`config.mk`:
```
export PLATFORM = sky130hd
export DESIGN_NAME = vmicro16_wb_master
export DESIGN_NICKNAME = d
export VERILOG_FILES = /design/src/rtl/vmicro16_wb_master.sv
export SDC_FILE = /design/constraint.sdc
export NUM_CORES = 1
export LEC_CHECK = 0
export ABC_CLOCK_PERIOD_IN_PS = 3400
export CAP_MARGIN = 15
export CORE_AREA = 2 2 78 80
export CTS_CLUSTER_SIZE = 20
export DETAILED_ROUTE_END_ITERATION = 10
export DIE_AREA = 0 0 80 82
export PLACE_DENSITY = 0.95
export SLEW_MARGIN = 20
export SYNTH_ARGS = -nofsm -noshare
export SYNTH_HDL_FRONTEND = slang
export SYNTH_SLANG_ARGS = --single-unit
```
`constraint.sdc`:
```
create_clock -name clk -period 3.4 [get_ports clk]
set_input_delay 0.68 -clock clk [delete_from_list [all_inputs] [get_ports clk]]
set_output_delay 0.68 -clock clk [all_outputs]
set_load 0.05 [all_outputs]
```
`src/rtl/vmicro16_wb_master.sv`:
```
// Wishbone (pipelined) single-beat bus master for the vmicro16 CPU.
// Takes one load/store request at a time from the CPU port, runs one
// Wishbone cycle, and reports completion with a one-cycle resp_valid pulse.
//
// CPU port handshake: a request transfers on a rising clk edge where
// req_valid && req_ready are both 1. req_ready is high only in IDLE, so
// requests presented in any other state are simply not taken (no queueing).
// The completion has no back-pressure: resp_valid is a single-cycle pulse
// and resp_err is only meaningful while resp_valid is high.
module vmicro16_wb_master #(
    parameter int DATA_WIDTH   = 16,
    parameter int ADDR_WIDTH   = 16,
    parameter int TIMEOUT      = 255,
    parameter int TIMEOUT_BITS = 8
) (
    input  logic                  clk,
    input  logic                  reset,
    input  logic                  req_valid,
    input  logic                  req_we,
    input  logic [ADDR_WIDTH-1:0] req_addr,
    input  logic [DATA_WIDTH-1:0] req_data,
    output logic                  req_ready,
    output logic                  resp_valid,
    output logic [DATA_WIDTH-1:0] resp_data,
    output logic                  resp_err,
    output logic                  wb_cyc_o,
    output logic                  wb_stb_o,
    output logic                  wb_we_o,
    output logic [ADDR_WIDTH-1:0] wb_addr_o,
    output logic [DATA_WIDTH-1:0] wb_data_o,
    input  logic [DATA_WIDTH-1:0] wb_data_i,
    input  logic                  wb_ack_i,
    input  logic                  wb_stall_i,
    input  logic                  wb_err_i,
    output logic [1:0]            dbg_state
);

    localparam logic [1:0] S_IDLE = 2'd0;
    localparam logic [1:0] S_REQ  = 2'd1;
    localparam logic [1:0] S_WAIT = 2'd2;
    localparam logic [1:0] S_DONE = 2'd3;

    logic [1:0]              state;
    logic [1:0]              next_state;
    logic [TIMEOUT_BITS-1:0] tmo_cnt;
    logic                    handshake;
    logic                    ack_hit;
    logic                    err_hit;
    logic                    bus_ack;
    logic                    bus_err;
    logic                    tmo_hit;
    logic                    term;

    // Qualify slave responses: only a solid 1 counts, and only in states
    // where the bus is live (in REQ the slave must also not be stalling).
    always_comb begin
        ack_hit   = (wb_ack_i === 1'b1);
        err_hit   = (wb_err_i === 1'b1);
        handshake = req_valid && (state == S_IDLE);
        bus_ack   = 1'b0;
        bus_err   = 1'b0;
        if (state == S_REQ) begin
            bus_ack = ack_hit && !wb_stall_i;
            bus_err = err_hit && !wb_stall_i;
        end else if (state == S_WAIT) begin
            bus_ack = ack_hit;
            bus_err = err_hit;
        end
        tmo_hit = (TIMEOUT != 0) && ((state == S_REQ) || (state == S_WAIT))
                  && (tmo_cnt == TIMEOUT_BITS'(TIMEOUT - 1));
        term    = bus_ack || bus_err || tmo_hit;
    end

    // State register.
    always_ff @(posedge clk) begin
        if (reset) state <= S_IDLE;
        else       state <= next_state;
    end

    // Next-state logic: IDLE -> REQ -> (WAIT) -> DONE -> IDLE.
    always_comb begin
        next_state = state;
        case (state)
            S_IDLE: if (handshake) next_state = S_REQ;
            S_REQ: begin
                if (term)             next_state = S_DONE;
                else if (!wb_stall_i) next_state = S_WAIT;
            end
            S_WAIT: if (term) next_state = S_DONE;
            S_DONE: next_state = S_IDLE;
            default: next_state = S_IDLE;
        endcase
    end

    // Moore outputs decoded straight from the state.
    always_comb begin
        req_ready  = (state == S_IDLE);
        resp_valid = (state == S_DONE);
        dbg_state  = state;
    end

    // Registered bus outputs, timeout counter and response capture.
    always_ff @(posedge clk) begin
        if (reset) begin
            wb_cyc_o  <= 1'b0;
            wb_stb_o  <= 1'b0;
            wb_we_o   <= 1'b0;
            wb_addr_o <= '0;
            wb_data_o <= '0;
            resp_data <= '0;
            resp_err  <= 1'b0;
            tmo_cnt   <= '0;
        end else begin
            case (state)
                S_IDLE: begin
                    if (handshake) begin
                        wb_addr_o <= req_addr;
                        wb_data_o <= req_data;
                        wb_we_o   <= req_we;
                        wb_cyc_o  <= 1'b1;
                        wb_stb_o  <= 1'b1;
                        tmo_cnt   <= '0;
                    end
                end
                S_REQ, S_WAIT: begin
                    // Saturating: a long-stalled cycle must never wrap to 0.
                    if ((TIMEOUT != 0) && (tmo_cnt != '1))
                        tmo_cnt <= tmo_cnt + TIMEOUT_BITS'(1);
                    // Strobe is a single accepted beat: drop it once not stalled.
                    if ((state == S_REQ) && !wb_stall_i)
                        wb_stb_o <= 1'b0;
                    if (term) begin
                        wb_cyc_o <= 1'b0;
                        wb_stb_o <= 1'b0;
                        // err beats ack; a timeout only counts without an ack.
                        resp_err <= bus_err || !bus_ack;
                        if (bus_ack && !bus_err && !wb_we_o)
                            resp_data <= wb_data_i;
                    end
                end
                default: begin
                end
            endcase
        end
    end

endmodule

```
# == Word level (Yosys, flattened, before mapping) ==
# Cells that the tools add are included.
# Widths: inputs -> output; s select.
# op_classes
reduce_logical,25
muxes,18
n_eq_ne,13
addsub,1
# op_table
op,count
$mux 8,2
$pmux 8 s2,1
$reduce_and 3->1,5
$add 8x1->8 const B,1
$eq 8x8->1 const B,1
$mux 1,8
$mux 2,4
$ne 8x8->1 const B,1
$pmux 2 s4,1
$logic_and 1x1->1,7
$ne 2x2->1 const B,3
$ne 3x3->1 const B,2
$eq 2x2->1 const B,2
$logic_not 1->1,4
$logic_or 1x1->1,4
$pmux 1 s2,2
$reduce_and 2->1,2
$eq 2x1->1 const B,1
$eqx 1x1->1 const B,2
$logic_not 2->1,1
$ne 2x1->1 const B,1
$reduce_bool 2->1,1
$reduce_or 2->1,1
# totals
out_inout_bits,56
reg_bits,62
inputBits,55
wordCells,66

# == Depth between registers and ports, before layout ==
# logic_depth
word_depth,7
ltp_mapped,8
depth_no_buf,6

# == Worst setup path after synthesis ==
# OpenSTA, ideal clock, no wires.
# synth_path
kind,reg-to-reg
start,"register state[0], in the netlist dbg_state[0]"
end,register tmo_cnt[5]
setup_time_ps,70
path_slack_ps,860
required_time_ps,3330
path_buffers,1
synth_period_minus_slack_ps,2540
arrival_time_ps,2470
stages_incl_launch_ff,8
cell_sequence,dfxtp_1 -> inv_1 -> ha_1 -> buf_2 -> mux2_2 -> o21ai_1 -> or4_1 -> a21oi_1
# synth_between
elab_chain_len,4
word_cells_on_any_way,10
cone_classes,eq/ne: 4; mux: 1; reduce/logical: 5
# synth_rtl
item,line,rtl
"start, declared",43,logic [1:0] state;
"start signal, assigned",77,else state <= next_state;
$logic_not 2->1 *,n/a,
via req_ready,22,"output logic req_ready,"
$logic_and 1x1->1,59,handshake = req_valid && (state == S_IDLE);
$ne 2x1->1 (no source line),n/a,
$reduce_and 3->1 (no source line),n/a,
"end signal, assigned",128,tmo_cnt <= tmo_cnt + TIMEOUT_BITS'(1);
"end, declared",45,logic [TIMEOUT_BITS-1:0] tmo_cnt;
# The timed path passes the listed nets; every way through them passes the cells marked *.
# A chain may end at the register's enable or synchronous reset.

# == Final worst setup path ==
# layout_path
start,"register state[0], in the netlist dbg_state[0]"
end,output req_ready
# layout_between
elab_chain_len,1
# layout_rtl
item,line,rtl
$logic_not 2->1,97,req_ready = (state == S_IDLE);
"end, declared",22,
# No other way between the ends.

==> summary.md <==
| Metric | Value |
|---|---|
| Post-CTS Setup Bufs | 0 |
| Post-Syn Instances | 294 |
| # H-tree levels | 3 |
| Ant diodes | 0 |
| CP Class | flip-flop to primary output |
| First-pass GRT wire length | 10,700 um |
| Seq/Total Area, Yosys | 49.3% |
| Static Leak | 1.43 nW |
| Global placer's final weighted congestion | 0.808 |
| Top_reg_cell synth | dfxtp_1 |
| Clock root buffer | clkbuf_8 |
| PostCTS Resize Cnt | 0 |
| Worst IR drop on VDD | 0.000513 V |
| Routed Antenna Nets | 0 |
| Max-slew violations | 0 |
| Actual slew at the worst max-slew pin | 0.613 ns |
| Total track usage | 21.1% |
| Largest net degree at the start of global routing | 35 |
| CTS Buf Count | 9 |
| Synth top cells by count | nand2_1, dfxtp_1, a21oi_1, nor2_1, mux2i_1 |
| Die footprint | 6560 sq um |
| Synth Net Count | 355 |
| Finished Core Util | 68.6% |
| Cell with the most instances after synthesis | nand2_1 |
| Area of the core | 5750 sq um |
| HP Start | wb_data_o[8]$_SDFFE_PP0P_ |
| Worst Clk Skew | 0.00851 ns |
| Clock period minus worst slack | 2.69 ns |
| # nets final | 462 |
| Critical-path maximum fanout | 7 |
| Clk_lat worst skew | 0.34 ns |
| Crit path launch | dbg_state[0]$_SDFFE_PP0P_ |
| Cell Pwr Density | 796 nW/um^2 |
| Initial Util | 43.8% |
| Min-delay worst type | flip-flop to flip-flop |
| Post-route setup slack | 0.713 ns |
| CP Data Arrival Time | 2.01 ns |
| Fmax | 372 MHz |
| Post-Syn Area | 2520 sq um |
| DRC marker count from the first detailed-route iteration | 245 |
| DR vias/cell | 5.10 |
| DR WL/cell | 13.9 um |
| Initial antenna violation count | 0 |
| Async SR Flop Fraction | 0% |
| Synth Warn # | 0 |
| DR top layer | met4 |
| Fin crit share | 79.0% |
| RSZ-0062 raised after global routing | false |
| Via count | 2,452 |
| Site Rows | 28 |
| Vias in the first global route | 2,331 |
| Routed wl met2 | 3250 um |
| Post-DP HPWL | 4690 um |
| Post-synth EDFFs | 0 |
| #FFs+latches synth | 62 |
| Met3 wire length | 501 um |
| Die Wd | 80 um |
| DR DRC count | 0 |
| Pre-antenna DRT Iters | 5 |
| Critical path capture point type | primary output |
| Total detailed-routing wirelength | 6690 um |
| Status | finished clean |
| Post-Route M1 WL | 2770 um |
| Headroom to the max-slew limit | 59.1% |
| Synth cell types | 36 |
| Avg Synthesized Cell Area | 8.56 sq um |
| Area delta synth->final | 56.6% |
| Area leader, netlist | dfxtp_1 |
| Reg2Reg Launch Point | dbg_state[0]$_SDFFE_PP0P_ |
| Max-cap violations | 0 |
| Final Hold Fails | 0 |
| Crit start category | flip-flop |
| CTS tree | done |
| Hold_buf cts | 0 |
| Total gr overflow | 0 |
| Required time worst endpoint | 2.72 ns |
| PortBufs | 110 |
| Top Ports | 111 |
| Setup violators final | 0 |
| Die height | 82 um |
| Sum of negative setup slack | 0 ns |
| Layout cells sized above 1 | 6.65% |
| Dominant cells by area after synthesis | dfxtp_1, nand2_1, a21oi_1 |
| Pre-CTS setup slack | 0.937 ns |
| Fill cells | 462 |
| Clock sink count | 62 |
| Share of Yosys cell area claimed by the top area cell type | 49.3% |
| Clock tree buffer depth | 2 |
| Reg clk slew, reported paths | 0.07 ns |
routing by layer:
layer  track usage, %  vias to the layer above
met5                0                        -
met4             12.2                        0
met3             6.59                       16
met2             34.5                       99
met1             24.4                     1129
li1                 -                     1208
final cells by class:
cell class,instances,area [sq um],share of cell area (%)
flip-flops and latches,62,1240,31.5
well taps,75,93.8,2.38
clock inverters,7,160,4.06
repair buffers,114,1130,28.6
clock buffers,9,124,3.14
inverters,7,26.3,0.667
multi-input cells,207,1170,29.7
worst max-delay path, cell delays in order (launching register included):
cell,delay (ns)
dfxtp_1,0.35
inv_1,0.14
ha_1,0.32
clkdlybuf4s50_1,0.86
final timing paths:
kind / to / slack (ns) / cells after the start
setup / recovery: req_ready / 0.71 / 3
hold / removal: wb_data_o[8]$_SDFFE_PP0P_ / 0.45 / 2
setup reg to reg: resp_data[12]$_SDFFE_PP0P_ / 1.14 / 7
hold reg to reg: wb_data_o[8]$_SDFFE_PP0P_ / 0.45 / 2
where the power goes:
part           switching (mW)  internal [mW]  leakage, nW
combinational           0.855          0.441        0.777
clock                   0.285          0.633        0.143
sequential             0.0782          0.843        0.506
layout by cell type, fill, tap and decap left out, drive strengths merged, types with 2 or more instances in the layout:
master / n
o31ai: 2
or3: 3
xor2: 2
and4: 2
bufinv: 5
clkbuf: 9
ha: 6
nand3: 2
xnor2: 2
nor2: 26
nand4: 5
mux2i: 17
or4: 2
o21ai: 5
a211oi: 4
nand2b: 2
dfxtp: 62
a21oi: 43
buf: 5
clkinv: 2
clkdlybuf4s50: 109
nand2: 73
inv: 7
registers in the layout (all words and copies together), names as in the netlist:
register   flops
resp_err       1
tmo_cnt        8
wb_data_o     16
wb_we_o        1
resp_data     16
wb_stb_o       1
wb_cyc_o       1
dbg_state      2
wb_addr_o     16
cell families (layout without fill, tap and decap cells):
family / after synthesis / in the layout / synth area share, %
flops: 62 / 62 / 49.3
compound gates: 60 / 60 / 14.3
simple gates: 119 / 119 / 20.6
buf+inv: 25 / 137 / 4.23
xor+xnor: 4 / 4 / 1.39
fa+ha+maj: 6 / 6 / 2.98
mux: 18 / 18 / 7.21
per-stage QoR:
stage	std cells	power, mW	area, sq um	hold slack (ns)
final	481	3.14	3940	0.454
after global routing	481	3.29	3940	0.469
after CTS	481	3.15	3940	0.457
after detailed placement	465	2.23	3660	0.447
after global placement	465	2.20	3660	0.441
after floorplan	294	1.83	2520	0.461
Power figures use the tool's default switching activity.
